===== config.mk =====
export PLATFORM = sky130hd
export DESIGN_NAME = gpio_display_arbiter
export DESIGN_NICKNAME = d
export VERILOG_FILES = /design/src/rtl/gpio_display_arbiter.sv
export SDC_FILE = /design/constraint.sdc
export NUM_CORES = 1
export LEC_CHECK = 0
export ABC_AREA = 1
export CAP_MARGIN = 20
export CELL_PAD_IN_SITES_DETAIL_PLACEMENT = 1
export CELL_PAD_IN_SITES_GLOBAL_PLACEMENT = 1
export CORE_AREA = 2 2 375 377
export DETAILED_ROUTE_END_ITERATION = 10
export DIE_AREA = 0 0 377 379
export HOLD_SLACK_MARGIN = 0.08
export PLACE_DENSITY_LB_ADDON = 0.1
export SLEW_MARGIN = 20
export SYNTH_ARGS = -nofsm -noshare
export SYNTH_HDL_FRONTEND = slang
export SYNTH_SLANG_ARGS = --single-unit

===== constraint.sdc =====
create_clock -name clock_50 -period 3.8 [get_ports clock_50]
set_input_delay 0.76 -clock clock_50 [delete_from_list [all_inputs] [get_ports clock_50]]
set_output_delay 0.76 -clock clock_50 [all_outputs]
set_load 0.01 [all_outputs]

===== src/rtl/gpio_display_arbiter.sv =====
// Round-robin owner selection for the shared GPIO matrix/hex display.
// The owner's frame is forwarded registered, and a blank gap is inserted on every ownership change.
module gpio_display_arbiter #(
    parameter int         N_REQ        = 4,
    parameter int         MAX_HOLD     = 50_000_000,
    parameter int         BLANK_CYCLES = 131_072,
    parameter logic [7:0] HEX_BLANK    = 8'h00
) (
    input  logic                 clock_50,
    input  logic                 reset,
    input  logic [N_REQ-1:0]     req,
    input  logic                 lock,
    input  logic [N_REQ*128-1:0] rows_in,
    input  logic [N_REQ*64-1:0]  hex_in,
    output logic [N_REQ-1:0]     gnt,
    output logic [2:0]           owner,
    output logic                 owner_vld,
    output logic [127:0]         rows_out,
    output logic [63:0]          hex_out
);
    // state   | meaning
    // S_IDLE  | no owner, outputs blank, arbitrate whenever any req is up
    // S_GRANT | owner's frame forwarded every cycle, dwell counting toward preemption
    // S_BLANK | gap between owners, outputs blank, req ignored

    localparam int              PTR_W     = $clog2(N_REQ);
    localparam int              DW_W      = $clog2(MAX_HOLD);
    localparam int              BC_W      = $clog2(BLANK_CYCLES) + 1;
    localparam logic [DW_W-1:0] DWELL_MAX = DW_W'(MAX_HOLD - 1);
    localparam logic [BC_W-1:0] BLANK_LD  = BC_W'(BLANK_CYCLES - 1);
    localparam logic [63:0]     HEX_OFF   = {8{HEX_BLANK}};

    typedef enum logic [1:0] {
        S_IDLE  = 2'd0,
        S_GRANT = 2'd1,
        S_BLANK = 2'd2
    } state_t;

    state_t           state_q, state_d;
    logic [N_REQ-1:0] gnt_q, gnt_d;
    logic [2:0]       owner_q, owner_d;
    logic             owner_vld_q, owner_vld_d;
    logic [PTR_W-1:0] rr_ptr_q, rr_ptr_d;
    logic [DW_W-1:0]  dwell_q, dwell_d;
    logic [BC_W-1:0]  blank_cnt_q, blank_cnt_d;
    logic [127:0]     rows_out_q, rows_out_d;
    logic [63:0]      hex_out_q, hex_out_d;

    logic [2*N_REQ-1:0] req_dbl;
    logic [N_REQ-1:0]   req_rot;
    logic               pick_vld;
    logic [2:0]         pick_idx;
    logic [127:0]       owner_rows;
    logic [63:0]        owner_hex;
    logic               owner_req;
    logic               waiter;
    logic               release_w;
    logic [PTR_W-1:0]   next_ptr;

    // Rotating a doubled copy puts rr_ptr at bit 0, so the first set bit wins.
    assign req_dbl = {req, req};
    assign req_rot = req_dbl[rr_ptr_q +: N_REQ];

    always_comb begin
        pick_vld = 1'b0;
        pick_idx = 3'd0;
        for (int k = 0; k < N_REQ; k++) begin
            if (!pick_vld && req_rot[k]) begin
                pick_vld = 1'b1;
                pick_idx = 3'((int'(rr_ptr_q) + k) % N_REQ);
            end
        end
    end

    always_comb begin
        owner_rows = '0;
        owner_hex  = '0;
        owner_req  = 1'b0;
        for (int i = 0; i < N_REQ; i++) begin
            if (owner_q == 3'(i)) begin
                owner_rows = rows_in[i*128 +: 128];
                owner_hex  = hex_in[i*64 +: 64];
                owner_req  = req[i];
            end
        end
    end

    assign waiter    = (req & ~gnt_q) != '0;
    assign release_w = !owner_req || ((dwell_q == DWELL_MAX) && !lock && waiter);
    assign next_ptr  = (owner_q == 3'(N_REQ - 1)) ? '0 : PTR_W'(owner_q + 3'd1);

    always_ff @(posedge clock_50) begin
        if (reset) begin
            state_q     <= S_IDLE;
            gnt_q       <= '0;
            owner_q     <= '0;
            owner_vld_q <= 1'b0;
            rr_ptr_q    <= '0;
            dwell_q     <= '0;
            blank_cnt_q <= '0;
            rows_out_q  <= '0;
            hex_out_q   <= HEX_OFF;
        end else begin
            state_q     <= state_d;
            gnt_q       <= gnt_d;
            owner_q     <= owner_d;
            owner_vld_q <= owner_vld_d;
            rr_ptr_q    <= rr_ptr_d;
            dwell_q     <= dwell_d;
            blank_cnt_q <= blank_cnt_d;
            rows_out_q  <= rows_out_d;
            hex_out_q   <= hex_out_d;
        end
    end

    always_comb begin
        state_d = state_q;
        unique case (state_q)
            S_IDLE:  if (pick_vld) state_d = S_GRANT;
            S_GRANT: if (release_w) state_d = S_BLANK;
            S_BLANK: if (blank_cnt_q == '0) state_d = S_IDLE;
            default: state_d = S_IDLE;
        endcase
    end

    always_comb begin
        gnt_d       = gnt_q;
        owner_d     = owner_q;
        owner_vld_d = owner_vld_q;
        rr_ptr_d    = rr_ptr_q;
        dwell_d     = dwell_q;
        blank_cnt_d = blank_cnt_q;
        rows_out_d  = '0;
        hex_out_d   = HEX_OFF;
        case (state_q)
            S_IDLE: begin
                if (pick_vld) begin
                    gnt_d       = N_REQ'(1) << pick_idx;
                    owner_d     = pick_idx;
                    owner_vld_d = 1'b1;
                    dwell_d     = '0;
                end
            end
            S_GRANT: begin
                if (dwell_q != DWELL_MAX) dwell_d = dwell_q + 1'b1;
                if (release_w) begin
                    gnt_d       = '0;
                    owner_vld_d = 1'b0;
                    rr_ptr_d    = next_ptr;
                    blank_cnt_d = BLANK_LD;
                end else begin
                    rows_out_d = owner_rows;
                    hex_out_d  = owner_hex;
                end
            end
            S_BLANK: begin
                if (blank_cnt_q != '0) blank_cnt_d = blank_cnt_q - 1'b1;
            end
            default: ;
        endcase
    end

    assign gnt       = gnt_q;
    assign owner     = owner_q;
    assign owner_vld = owner_vld_q;
    assign rows_out  = rows_out_q;
    assign hex_out   = hex_out_q;

    gnt_onehot_a: assert property (@(posedge clock_50) disable iff (reset) $onehot0(gnt_q));

endmodule

==> results.md, run 1 <==
* Status: completed
* Critical path buffers and inverters at 3
* Worst path arrival time at between 3000 and 4000 ps
* Most common cell after layout, fill and taps aside: clkdlybuf4s50_1
* Area grow syn2layout at 91.6%
* Cells along the critical path: inv_1 > ha_4 > inv_6 > o211ai_1 > a22oi_2 > nand4_4 > buf_12 > a211oi_1
* Pleak at between 10 and 15 nW
* Post-CTS sizing at 0
* Max_cap viols at 0
* Clk Tree Root Cell: clkbuf_16
* Cell depth of the worst setup path at 8
* Setup-failing EPs final at 0
* Hold Buf Count CTS at 0
* Ports at between 900 and 1000
* Yosys Warn Count at 0
* Max_slew headroom at 0.265
* Mapped cell area at ~14000 µm²
* CP max FO at a little under 90
* Register Area at 4940 µm²
* Number of fill cells at between 15000 and 20000
* H-tree depth at 2
* Routed Antenna Nets at 0
* Layout cells sized above 1 at 0.0572
* CP Data Required Time at about 4300 ps
* GR met3 Demand/Resource at 0.0600
* GRT Overall Usage at 0.169
* Reg-to-reg critical path endpoint: rows_out[72]$_SDFF_PP0_
* Pwr dens at 539 nW/µm²
* Met1 usage at 0.192
* Gr ovfl total at 0
* Minimum clock period after layout at ~2800 ps
* Inserted Clock Buffers at 42
* Mapped Nets at a little under 3000
* R2r startpoint: owner[0]$_SDFFE_PP0P_
* Post-synth EDFFs at 0
* Post-CTS setup buffer count at 0
* Type of the worst setup path: reg -> reg
* Synth cell types at 38
* Most used cells in the layout excluding fill and tap cells: 973 x clkdlybuf4s50_1, 372 x nand2_1, 283 x nor2_1
* Synth Area in XOR/XNOR at 0.00677
* Final Core Density at 0.196
* R2R cell count at 8
* Power, Total at around 15 mW
* Max-slew violation count at 0
* Post-Synth Adder-Cell Area at 0.00528
* CP top delay family: compound AO/OA/AOI/OAI gates
* Core ar. at around 140000 µm²
* Final WS setup at roughly 1000 ps
* Clock Sinks at roughly 250
* Vias per cell at around 4
* Multiplexer area fraction after synthesis at 0
* Die area at around 140000 µm²
* Global-route wire length before repair at between 150000 and 200000 µm
* R2r setup slk at just over 1000 ps
* Chip height at around 380 µm
* Clk buf depth at 3
* Clk_lat worst skew at around 600 ps
* Largest net degree at the start of global routing at between 100 and 150
* TritonRoute pass-1 iters at 4
* DRC violations left at 0
* Chip width at about 380 µm
* DR iter-0 viols at slightly above 800
* Final Hold Fails at 0
* Detailed placement HPWL at a little over 100000 µm
* Vias in the first global route at 20117
* Crit path to: rows_out[72]$_SDFF_PP0_
* Crit path max-delay cell type: dfxtp_1
* Mapped Cells at around 2100
* Largest family of logic cells by synthesized area: simple AND/OR/NAND/NOR gates
* Area leader, netlist: dfxtp_1
* Vias at 19254
* Met2 Usage GRT at 0.290
* RSZ-0062 raised after global routing: false
* Synth Flop Type: dfxtp_1
* Fin nets at 3778
* Sum Neg Setup Slack at 0 ps
* Syn Area/Cell at 6.68 µm²
* Layer with the highest usage: met2
* Synth top area share at 0.348
* Cell Rows at around 140
* CP max stage delay at about 450 ps
* CTS tree: yes
* Fmax at about 360 MHz
* Simple-Gate Fraction of Synth Area at 0.292
* CP Launch Type: flop
* Initial Util at 0.102
* Multi-input logic area at around 8200 µm²
* Antenna violations before repair at 73
* Fraction of the yosys area taken by sequential cells at 0.348
* Worst-margin pin slew at between 1000 and 1500 ps
* Final WL at between 100000 and 150000 µm
* Clock slew at reported path FFs at about 60 ps
* Synth Area in Compound Gates at 0.267
* DR WL/cell at ~26 µm
* Port Buf Inserts at around 970
* Pre-CTS setup slack at approximately 820 ps
* Peak supply drop at approximately 0.40 mV
* Crit end category: flop
* Worst setup path start: owner[0]$_SDFFE_PP0P_
* Max Clock Skew at ~14 ps
* GPL Wtd Cong at 0.854
* Period utilization at 0.732
* FF+latch count, synth at 247
* Async S/R FF share, synth at 0
* Top area cells in the synthesized netlist: dfxtp_1 35%, nand2_1 9.8%, a211oi_1 9.6%, nand3_1 9.4%, a21oi_1 7.8%
* Worst hold path type: reg -> reg
flip-flops by register name (all words and copies together) (netlist names):
signal / count
state_q: 2
owner_vld: 1
gnt: 4
rows_out: 128
rr_ptr_q: 2
blank_cnt_q: 18
dwell_q: 26
hex_out: 64
owner: 2
tightest hold or removal path, stage by stage, from the launching register on:
cell     delay, ps
dfxtp_1        310
nand2_1         60
a21oi_1         50
cells in the mapped netlist (6+ instances only):
cell type  instances
clkbuf_1         148
dfxtp_1          247
o21ai_0          200
a211oi_2          10
buf_8             10
a211oi_1         182
xor2_1             6
ha_1               6
nand2_1          372
nand3_1          266
buf_1              8
inv_1             54
nor3_1             9
a21oi_1          223
nand2_2           13
buf_4             11
buf_6              6
nand4_1            7
a21oi_2           18
or2_2             12
inv_2              8
nor2_1           283
area by class of cell:
cell class                 count  share of cell area
antenna                       22             0.00202
clock buffer                  66              0.0468
clock inverter                 6             0.00211
inverter                      63             0.00959
multi-input combinational   1631               0.300
sequential                   247               0.181
tap                         1807              0.0829
timing repair buffer        1012               0.375
through the flow:
stage	hold WS [ps]	cells	cell area, µm²
6_report	472	4854	27300
3_3_place_gp	477	4760	25900
2_1_floorplan	462	2129	14200
3_5_place_dp	472	4760	25900
5_1_grt	511	4842	27200
4_1_cts	482	4832	27200
where the power goes:
group	internal, mW	switching [mW]
sequential	3.00	0.270
combinational	2.80	4.72
clock	2.35	1.56
total	8.15	6.55
cells by family (layout without fill, tap and decap cells):
logic type / Yosys count / count (layout)
AO/OA/AOI/OAI: 638 / 638
XOR/XNOR: 11 / 11
adder cells (fa/ha/maj): 6 / 6
buffers and inverters: 251 / 1147
flip-flops: 247 / 247
other: 1 / 23
AND/OR/NAND/NOR: 975 / 975
worst min-delay path by stage:
stage / startpoint / endpoint / slack [ps] / cells past startpoint
final: owner_vld$_SDFFE_PP0P_ / owner_vld$_SDFFE_PP0P_ / 470 / 2
after floorplan: blank_cnt_q[15]$_SDFFE_PP0P_ / blank_cnt_q[15]$_SDFFE_PP0P_ / 460 / 2
after global placement: owner_vld$_SDFFE_PP0P_ / owner_vld$_SDFFE_PP0P_ / 480 / 2
after detailed placement: owner_vld$_SDFFE_PP0P_ / owner_vld$_SDFFE_PP0P_ / 470 / 2
after global routing: owner_vld$_SDFFE_PP0P_ / owner_vld$_SDFFE_PP0P_ / 510 / 2
after CTS: owner_vld$_SDFFE_PP0P_ / owner_vld$_SDFFE_PP0P_ / 480 / 2
layer usage:
metal | part of all wire | vias up
met2 | 0.49 | 710
met4 | 0.034 | 74
met3 | 0.082 | 208
met1 | 0.39 | 9149
li1 | - | 9113
met5 | 0.0036 | -
No activity file was read; power rests on OpenSTA's default activity.
==> run 2, diff against run 1 <==
Clock period 3.8 ns to 2.5 ns, I/O delays scaled along.
==> run 2 against run 1 <==
Worst setup slack lost 900 ps. Via count is 0.92% higher. Count of clock-buffer cells in the layout fell by 4. Register-to-register slack worse by 890 ps. Non-clock buffer count rose by 51. Global-route usage increased by 0.10 points. Final area increased by 1.8%. Utilization up 0.35 points. Critical path type is now reg -> out. Largest power group unchanged. Highest routed layer unchanged.
==> results.md, run 2 (same netlist as run 1, synthesis figures left out) <==
* Status: completed
* Vias in the first global route at 20640
* Inserted Clock Buffers at slightly above 40
* Clk Tree Root Cell: clkbuf_16
* Minimum clock period after layout at ~2400 ps
* Crit end category: primary output
* CP max FO at 1
* Peak supply drop at approximately 0.43 mV
* Most used cells in the layout excluding fill and tap cells: 973 x clkdlybuf4s50_1, 372 x nand2_1, 283 x nor2_1
* Max-slew violation count at 0
* Chip width at around 380 µm
* Max FFs per register at about 130
* Worst hold path type: reg -> reg
* RSZ-0062 raised after global routing: false
* Final WS setup at roughly 120 ps
* Clk_lat worst skew at ~600 ps
* Non-Filler Instances at ~4900
* Die area at 143000 µm²
* Vias at between 15000 and 20000
* H-tree depth at 2
* Clk buf depth at 3
* Final Core Density at 0.200
* TritonRoute pass-1 iters at 5
* Power, Total at 22.9 mW
* Final Hold Fails at 0
* CTS tree: yes
* Pleak at just over 10 nW
* Cell Rows at 137
* Setup-failing EPs final at 0
* Fmax at between 400 and 500 MHz
* Initial Util at 0.102
* Antenna violations before repair at 58
* Core ar. at between 100000 and 150000 µm²
* R2R cell count at 8
* Placed insts at a little under 5000
* Chip height at between 300 and 400 µm
* DR WL/cell at 26.2 µm
* CP top delay family: buffers and inverters
* Layout cells sized above 1 at 0.0742
* Vias per cell at just under 4
* Type of the worst setup path: reg -> out
* Crit path max-delay cell type: clkdlybuf4s50_1
* CP Launch Type: flop
* GPL Wtd Cong at around 0.86
* Port Buf Inserts at around 1000
* CP Data Required Time at roughly 2000 ps
* Number of fill cells at 16505
* Final WL at approximately 130000 µm
* Area grow syn2layout at 95.0%
* Worst-margin pin slew at 742 ps
* DR iter-0 viols at 829
* Ports at around 980
* Critical path buffers and inverters at 1
* GRT Overall Usage at 0.170
* Worst path arrival time at between 1500 and 2000 ps
* Max Clock Skew at around 26 ps
* Max_slew headroom at 0.504
* Gr ovfl total at 0
* Max_cap viols at 0
* Hold Path Depth at 2
* Global-route wire length before repair at ~170000 µm
* CP max stage delay at between 900 and 1000 ps
* Pre-CTS setup slack at -261 ps
* Cell depth of the worst setup path at 1
* Clock Sinks at around 250
* Detailed placement HPWL at approximately 100000 µm
* Period utilization at 0.951
* Largest net degree at the start of global routing at 74
* Fin nets at ~3800
* Clock slew at reported path FFs at roughly 60 ps
* Most common cell after layout, fill and taps aside: clkdlybuf4s50_1
* Routed Antenna Nets at 0
* Pwr dens at 826 nW/µm²
* Cells along the critical path: clkdlybuf4s50_1
* DRC violations left at 0
==> run 2: cell count changes in the layout (fill, tap and decap cells not counted), sizes merged <==
| cell | previous run | this run |
|---|---|---|
| buf | 39 | 90 |
| clkbuf | 66 | 62 |
| clkinv | 5 | 6 |
| diode | 22 | 11 |
| inv | 62 | 63 |
==> run 2: stage by stage <==
stage,cell area [µm²],TNS (ps),hold WS (ps)
after global routing,27700,0,458
after floorplan,14200,0,462
after detailed placement,26400,-6380,466
final,27700,0,473
after global placement,26400,-4930,472
after CTS,27700,0,430
==> run 2: worst min-delay path: stages, from the launching register on <==
cell and delay [ps]:
dfxtp_1 310, nand2_1 60, a21oi_1 50
==> run 2: final cells by class <==
type	instances	area, µm²	share of cell area
Tap cell	1807	2260	0.0815
Inverter	63	262	0.00943
Clock buffer	62	1230	0.0442
Antenna cell	11	27.5	0.000992
Timing Repair Buffer	1063	10800	0.388
Sequential cell	247	4940	0.178
Clock inverter	8	78.8	0.00284
Multi-Input combinational cell	1631	8190	0.295
==> run 2: timing repair <==
item | 4_1_cts | 5_1_grt
hold buffers | 0 | 0
endpoints found under the setup margin | 8 | 9
setup buffers | 0 | 1
pin swaps | 0 | 1
hold endpoints to repair | 0 | 0
gates resized for setup | 4 | 2
==> run 2: final timing paths <==
check                           slack (ps)                     from                     end
worst max-delay path                   120  rows_out[59]$_SDFF_PP0_            rows_out[59]
worst min-delay path                   470   owner_vld$_SDFFE_PP0P_  owner_vld$_SDFFE_PP0P_
worst max register to register         130    owner[0]$_SDFFE_PP0P_  hex_out[41]$_SDFF_PP0_
worst min register to register         470   owner_vld$_SDFFE_PP0P_  owner_vld$_SDFFE_PP0P_
==> run 2: report_power, final <==
| part | switching [mW] | internal [mW] |
|---|---|---|
| Combinational | 7.41 | 4.69 |
| Sequential | 0.391 | 4.57 |
| Clock | 2.38 | 3.47 |
==> run 2: metal layers <==
layer | GRT usage | vias up | share of wire
met1 | 0.193 | 9279 | 0.39
li1 | - | 9202 | -
met4 | 0.0353 | 70 | 0.020
met2 | 0.304 | 698 | 0.50
met3 | 0.0628 | 182 | 0.084
met5 | 0 | - | 0.0035
==> run 3, diff against run 2 <==
Settings changed: SETUP_SLACK_MARGIN set to 0.05.
==> run 3 against run 2 <==
First-iteration DRC count down 1.4%. Critical path depth up 7. Utilization about the same. Sequential power about the same. Worst setup slack gained 64 ps. Sequential share of layout area about the same. Register-to-register slack better by 60 ps.
==> results.md, run 3 (same netlist as run 1, synthesis figures left out) <==
* DR iter-0 viols at between 800 and 900
* Gr ovfl total at 0
* Most used cells in the layout excluding fill and tap cells: 972 x clkdlybuf4s50_1, 372 x nand2_1, 283 x nor2_1
* Die area at roughly 140000 µm²
* Pwr dens at 826 nW/µm²
* Vias in the first global route at 20640
* CP Data Required Time at 3000 ps
* Initial Util at 0.102
* Global-route wire length before repair at ~170000 µm
* Cells along the critical path: inv_1 > ha_4 > inv_8 > buf_12 > nand3_1 > nand2_1 > o21ai_0 > a211oi_1
* DRC violations left at 0
* Most common cell after layout, fill and taps aside: clkdlybuf4s50_1
* Clk Tree Root Cell: clkbuf_16
* Area grow syn2layout at 95.1%
* CP Launch Type: flop
* Antenna violations before repair at 58
* GPL Wtd Cong at 0.861
* Final hold slack at 474 ps
* Hold Buf Count CTS at 0
* Final Hold Fails at 0
* Routed Antenna Nets at 0
* Max-slew violation count at 0
* CP max stage delay at 430 ps
* GRT Overall Usage at 0.170
* Max FFs per register at ~130
* Setup-failing EPs final at 0
* DR WL/cell at about 26 µm
* Layout cells sized above 1 at 0.0748
* Core ar. at ~140000 µm²
* RSZ-0062 raised after global routing: true
* Worst-margin pin slew at approximately 700 ps
* Max Clock Skew at ~26 ps
* Chip width at between 300 and 400 µm
* R2r startpoint: owner[1]$_SDFFE_PP0P_
* Cell Rows at roughly 140
* Final Core Density at 0.200
* Min-delay src: owner_vld$_SDFFE_PP0P_
* Vias per cell at 3.97
* Crit path max-delay cell type: dfxtp_1
* Chip height at ~380 µm
* Reg-to-reg critical path endpoint: hex_out[41]$_SDFF_PP0_
* Minimum clock period after layout at 2310 ps
* Detailed placement HPWL at between 100000 and 150000 µm
* Fmax at 432 MHz
* Worst Hold End: owner_vld$_SDFFE_PP0P_
* R2r setup slk at around 190 ps
* CP max FO at 73
* Ports at around 980
* Worst hold path type: reg -> reg
* Sum Neg Setup Slack at 0 ps
* Period utilization at 0.926
* Crit end category: flop
* CTS tree: yes
* Pleak at slightly above 10 nW
* Worst path arrival time at approximately 2800 ps
* Final WL at roughly 130000 µm
* Clk_lat worst skew at approximately 600 ps
* H-tree depth at 2
* TritonRoute pass-1 iters at 5
* Clock slew at reported path FFs at 60 ps
* Clock Sinks at 247
* Status: completed
* R2R cell count at 8
* Max_slew headroom at 0.529
* Vias at 19448
* Fin nets at ~3800
* Peak supply drop at 0.434 mV
* Clk buf depth at 3
* Hold Path Depth at 2
* Largest net degree at the start of global routing at 74
* Max_cap viols at 0
* Port Buf Inserts at a little under 1000
* Inserted Clock Buffers at slightly above 40
* Type of the worst setup path: reg -> reg
-- run 3: worst max path at each step --
stage                                          to  cells past startpoint                   from  slack, ps
final                      hex_out[41]$_SDFF_PP0_                      8  owner[1]$_SDFFE_PP0P_        190
after global routing      rows_out[75]$_SDFF_PP0_                      8  owner[1]$_SDFFE_PP0P_         50
after CTS                  hex_out[10]$_SDFF_PP0_                      7  owner[0]$_SDFFE_PP0P_         70
after detailed placement  rows_out[62]$_SDFF_PP0_                      9                 req[0]       -260
after global placement    rows_out[62]$_SDFF_PP0_                      9                 req[0]       -240
after floorplan            hex_out[48]$_SDFF_PP0_                     10  owner[0]$_SDFFE_PP0P_        610
-- run 3: critical path: cells and delay by family, from the launching register on --
family	cells	cell delay, ps
AO/OA/AOI/OAI	2	500
AND/OR/NAND/NOR	2	420
flip-flops	1	430
adder cells (fa/ha/maj)	1	230
buffers and inverters	3	500
-- run 3: area by class of cell --
class                   count  area, µm²
flip-flops and latches    247       4950
multi-input cells        1631       8190
clock inverters             8       78.8
clock buffers              62       1230
well taps                1807       2260
diodes                     13       32.5
inverters                  63        262
fillers                 16502     111000
repair buffers           1063      10800
-- run 3: layer usage --
metal	wire [µm]	GRT usage	vias up
met5	428	0	-
met1	50400	0.193	9305
met3	10700	0.0628	180
li1	-	-	9205
met4	2510	0.0353	68
met2	64000	0.304	690
-- run 3: timing repair --
action / in CTS / in global routing
gates cloned: 0 / 0
buffers inserted: 0 / 1
gates resized for setup: 5 / 4
endpoints found under the hold margin: 0 / 0
pin swaps: 0 / 1
setup endpoints to repair: 29 / 33
-- run 3: report_power, final --
part	internal, mW	switching [mW]	total [mW]	leakage [nW]
clock network	3.47	2.38	5.84	0.639
logic	4.70	7.42	12.1	7.73
registers	4.57	0.392	4.96	2.00
-- run 3: per-stage QoR --
| step | std cells | power (mW) | instance area (µm²) | setup WS [ps] |
|---|---|---|---|---|
| global route | 4887 | 24.7 | 27700 | 45.0 |
| CTS | 4880 | 23.7 | 27700 | 72.2 |
| floorplan | 2129 | 10.9 | 14200 | 613 |
| detailed placement | 4810 | 17.5 | 26400 | -261 |
| finish | 4894 | 22.9 | 27800 | 186 |
| global placement | 4810 | 17.4 | 26400 | -235 |
==> edit 1 (flow settings as in run 3) <==
Encoding of `state_t`: now one-hot (3 bits for 3 states).
--- a/src/rtl/gpio_display_arbiter.sv
+++ b/src/rtl/gpio_display_arbiter.sv
@@ -31,8 +31,8 @@
     localparam logic [63:0]     HEX_OFF   = {8{HEX_BLANK}};
 
-    typedef enum logic [1:0] {
-        S_IDLE  = 2'd0,
-        S_GRANT = 2'd1,
-        S_BLANK = 2'd2
+    typedef enum logic [2:0] {
+        S_IDLE  = 3'b001,
+        S_GRANT = 3'b010,
+        S_BLANK = 3'b100
     } state_t;
 
Formal check against the unedited RTL: same outputs for any inputs over 4 cycles, from zero or initial values and one cycle with reset high; so few cycles prove little.
==> edit 1 against run 3 <==
Sequential cell count grew 1. Highest routed layer unchanged. Global-route usage is 0.53 points lower. Cell area is 3.4% higher. Utilization rose by 0.68 points. Worst setup slack better by 18 ps. Combinational power down 4%. Area after synthesis increased by 6.3%. Routed wire length shrank 2.3%. Total power is 4.6% lower. Via count is 1.1% higher.
==> edit 1: results (changes against run 3) <==
crit path max fanout=33 (was 73); fin cells=4938 (was 4894); dominant synthesized flop cell=dfxtp_1 (unchanged); post-synthesis mux area share=0% (unchanged); reg2reg path depth=8 (unchanged); Port-buffer cells=973 (unchanged); CTS Buf Count=41 (unchanged); worst clock skew=20.37 ps (was 25.52 ps); hold_sp=reset (was owner_vld); hold path depth=4 (was 2); worst-case clock buffer depth=3 (unchanged); XOR/XNOR Fraction of Synth Area=0.5790% (was 0.6771%); Min-Delay Endpoint=state_q[0] (was owner_vld); Post-Route WL=125100 µm (was 128000 µm); number of setup buffers added after CTS=0 (unchanged); initial antenna violation count=58 (unchanged); total number of yosys warnings=0 (unchanged); net count after synthesis=2936 (was 2910); Final GP Congestion=0.8818 (was 0.8614); TritonRoute pass-1 iters=5 (unchanged); max_slew headroom=48.09% (was 52.94%); proportion of layout cells with a drive suffix above 1=12.01% (was 7.482%); fillers=16450 (was 16500); clock root cell=clkbuf_16 (unchanged); Crit Reg-Reg Startpoint=owner[0] (was owner[1]); vias in the first global route=20890 (was 20640); Total GRT Usage=16.51% (was 17.04%); FF-to-FF setup slack=200 ps (was 190 ps); max reg flops=128 (unchanged); Clock transition at path regs=50 ps; first-pass GRT wire length=167300 µm (was 171100 µm); DR vias/cell=3.981 (was 3.974); later-pin clock latency in the skew report=600 ps (about the same); distinct cell type count after synthesis=44 (was 38); Detailed Place HPWL=100900 µm (was 104400 µm); CTS H-tree lvls=2 (unchanged); maximum vdd drop=0.3575 mV (was 0.4340 mV); Synth Instances=2155 (was 2129); placed insts=4858 (was 4810); Synth Area in Compound Gates=29.79% (was 26.73%); Hold Path Class=in -> reg (was reg -> reg); Seq/Total Area, Yosys=32.82% (was 34.75%); Async SR Flop Fraction=0% (unchanged); run status=finished clean (unchanged); synth cell count leaders=nand2_1, nor2_1, nand3_1 (unchanged); pin count of the biggest net entering global routing=103 (was 74); reg2reg end=rows_out[4] (was hex_out[41]); dpl cell area=27350 µm² (was 26380 µm²); CP arrival=2810 ps (was 2820 ps); post_cts resized=0 (was 5); synth top area cells=dfxtp_1, a211oi_2, nand2_1 (was dfxtp_1, nand2_1, a211oi_1); initial drt markers=844 (was 817); nets=3876 (was 3828); Lkg Pwr=10.64 nW (was 10.37 nW); post-synthesis adder-cell area fraction=0.4963% (was 0.5276%)
[edit 1: cell types whose count changed after synthesis, sizes merged, moves of 2 or more]
cell,run 3,this run
nand4,8,10
clkbuf,148,145
nand2,387,402
o211ai,1,3
and2,0,2
nor2,287,282
nor3,9,15
o21ai,201,198
xnor2,5,3
nand3,268,277
[edit 1: through the flow]
step / hold WS, ps / total power [mW] / setup WS, ps / utilization [%] / setup TNS [ps]
2_1_floorplan: 453.5 / 10.74 / 549.0 / - / 0
3_3_place_gp: 466.7 / 16.26 / -92.65 / 19.70 / -232.5
3_5_place_dp: 479.6 / 16.30 / -102.8 / 19.70 / -557.0
4_1_cts: 432.0 / 22.47 / 93.35 / 20.62 / 0
5_1_grt: 470.2 / 23.66 / 57.28 / 20.67 / 0
6_report: 462.2 / 21.85 / 203.3 / 20.67 / 0
[edit 1: worst max-delay path by stage]
stage,from,to,slack (ps)
after global placement,req[0],blank_cnt_q[11],-90
after floorplan,owner[0],rows_out[126],550
after detailed placement,req[0],blank_cnt_q[11],-100
after global routing,owner[0],rows_out[68],60
after CTS,owner[0],blank_cnt_q[11],90
final,owner[0],rows_out[4],200
[edit 1: logic make-up after synthesis]
| family | count (synthesis) |
|---|---|
| AO/OA/AOI/OAI | 638 |
| XOR/XNOR | 10 |
| adder cells (fa/ha/maj) | 6 |
| buffers and inverters | 250 |
| flip-flops | 248 |
| other | 1 |
| AND/OR/NAND/NOR | 1002 |
[edit 1: power by group]
| part | internal, mW | total [mW] | leakage [nW] | switching, mW |
|---|---|---|---|---|
| Clock | 3.47 | 5.82 | 0.625 | 2.35 |
| Sequential | 4.23 | 4.43 | 2.00 | 0.197 |
| Combinational | 4.32 | 11.6 | 8.02 | 7.28 |
| Total | 12.0 | 21.9 | 10.6 | 9.83 |
[edit 1: critical path: stages, from the launching register on]
cell	delay (ps)
dfxtp_2	340
inv_1	180
ha_4	260
buf_4	310
buf_16	260
nand3_1	110
nand2_1	90
o21ai_0	280
a211oi_2	320
[edit 1: final cells by class]
| cell class | count | area share [%] |
|---|---|---|
| repair buffers | 1084 | 37.96 |
| multi-input cells | 1657 | 31.40 |
| clock buffers | 60 | 3.998 |
| diodes | 8 | 0.06976 |
| clock inverters | 11 | 0.4970 |
| well taps | 1807 | 7.878 |
| flip-flops and latches | 248 | 17.31 |
| inverters | 63 | 0.8938 |
[edit 1: metal layers]
layer  up-vias  global-route usage (%)  share of wire (%)
met3       192                   5.496                7.5
met1      9442                   18.81                 40
met2       645                   29.47                 50
met4        48                   3.970                2.2
li1       9332                       -                  -
met5         -                       0               0.26
==> edit 2 (settings of run 3) <==
Made on the original files. Set the parameter `MAX_HOLD` to 12_500_000 (it was 50_000_000).
--- a/src/rtl/gpio_display_arbiter.sv
+++ b/src/rtl/gpio_display_arbiter.sv
@@ -3,5 +3,5 @@
 module gpio_display_arbiter #(
     parameter int         N_REQ        = 4,
-    parameter int         MAX_HOLD     = 50_000_000,
+    parameter int         MAX_HOLD     = 12_500_000,
     parameter int         BLANK_CYCLES = 131_072,
     parameter logic [7:0] HEX_BLANK    = 8'h00
Formal check against the unedited RTL: same outputs for any inputs over 4 cycles, from zero or initial values and one cycle with reset high; that may be too few to reach the edited logic, so the function may still have changed.
==> edit 2 against run 3 <==
Routed wire length fell by 6.0%. Area after synthesis fell by 0.51%. Critical endpoint is now hex_out[55]. Largest power group unchanged. Worst setup slack lost 57 ps. Cell count down 0.41%. Combinational power hardly changed. Global-route usage is 1.2 points lower. Total power is 2.5% lower. Count of clock-buffer cells in the layout down 4. Sequential power is 2% lower. Clock skew is 2.2 ps higher. Sequential cell count decreased by 2. Die area is the same. Cell area barely moved.
==> edit 2: results (changes against run 3) <==
Seq. cell area=4905 µm² (was 4946 µm²); Seq/Total Area, Yosys=34.65% (was 34.75%); dpl cell area=26490 µm² (was 26380 µm²); placed insts=4801 (was 4810); XOR/XNOR Fraction of Synth Area=0.5568% (was 0.6771%); nets=3817 (was 3828); DP Worst Slack=-281.9 ps (was -261.0 ps); vias in the first global route=20340 (was 20640); fillers=16520 (was 16500); combinational share of power=54.0% (was 52.9%); Synth Instances=2099 (was 2129); post-synthesis adder-cell area fraction=0.5303% (was 0.5276%); Synth Area in Compound Gates=28.39% (was 26.73%); CP max-delay cell=a21oi_1 (was dfxtp_1); crit path max fanout=84 (was 73); Wirelength per Cell=24.70 µm (was 26.16 µm); Lkg Pwr=10.39 nW (was 10.37 nW); run status=finished clean (unchanged); CP delay by family, top=compound AO/OA/AOI/OAI gates (was buffers and inverters); met3 wire len=9818 µm (was 10710 µm); synth cell count leaders=nand2_1, nor2_1, nand3_1 (unchanged); CTS Buf Count=39 (was 41); maximum vdd drop=0.5027 mV (was 0.4340 mV); distinct cell type count after synthesis=33 (was 38); Hold Path Class=in -> reg (was reg -> reg); met2 Resource Use GR=28.77% (was 30.41%); first-pass GRT wire length=161200 µm (was 171100 µm); met3 usage=5.627% (was 6.280%); Detailed Place HPWL=97990 µm (was 104400 µm); Met1 Wirelength=46580 µm (was 50410 µm); Total GRT Usage=15.89% (was 17.04%); worst clock skew=27.72 ps (was 25.52 ps); DR vias=19090 (was 19450); met2 WL=61280 µm (was 63980 µm); met1 Usage GRT=17.69% (was 19.25%); initial antenna violation count=48 (was 58); pin count of the biggest net entering global routing=98 (was 74); Final GP Congestion=0.8726 (was 0.8614); net count after synthesis=2880 (was 2910); max_slew headroom=51.53% (was 52.94%); synth top area cells=dfxtp_1, nand2_1, nand3_1 (was dfxtp_1, nand2_1, a211oi_1); switching power of the nets=9.945 mW (was 10.19 mW); CP peak stage delay=700 ps (was 430 ps); clk pwr=5.42 mW (was 5.84 mW)
## edit 2: area by class of cell
type                       count  area share, %
timing repair buffer        1084          39.34
multi-input combinational   1601          29.49
sequential                   245          17.66
tap                         1807          8.142
clock buffer                  58          4.100
inverter                      65         0.9507
clock inverter                 5         0.2343
antenna                        9        0.08110
## edit 2: kinds of logic (layout without fill, tap and decap cells)
kind of cell | Yosys count | in the layout
xor+xnor | 9 | 9
flops | 245 | 245
simple gates | 944 | 944
other cells | 1 | 10
compound gates | 641 | 641
fa+ha+maj | 6 | 6
buf+inv | 253 | 1212
## edit 2: final timing paths
path / startpoint / end / slack (ps) / cells after the start
max: owner[1] / hex_out[55] / 130 / 7
min reg2reg: owner_vld / owner_vld / 500 / 2
max reg2reg: owner[1] / hex_out[55] / 130 / 7
min: rows_in[480] / rows_out[96] / 490 / 3
## edit 2: timing repair
action | 4_1_cts | 5_1_grt
pin swaps | 1 | 1
cloned | 1 | 0
gates resized for setup | 3 | 2
hold buffers | 0 | 0
endpoints found under the setup margin | 1 | 35
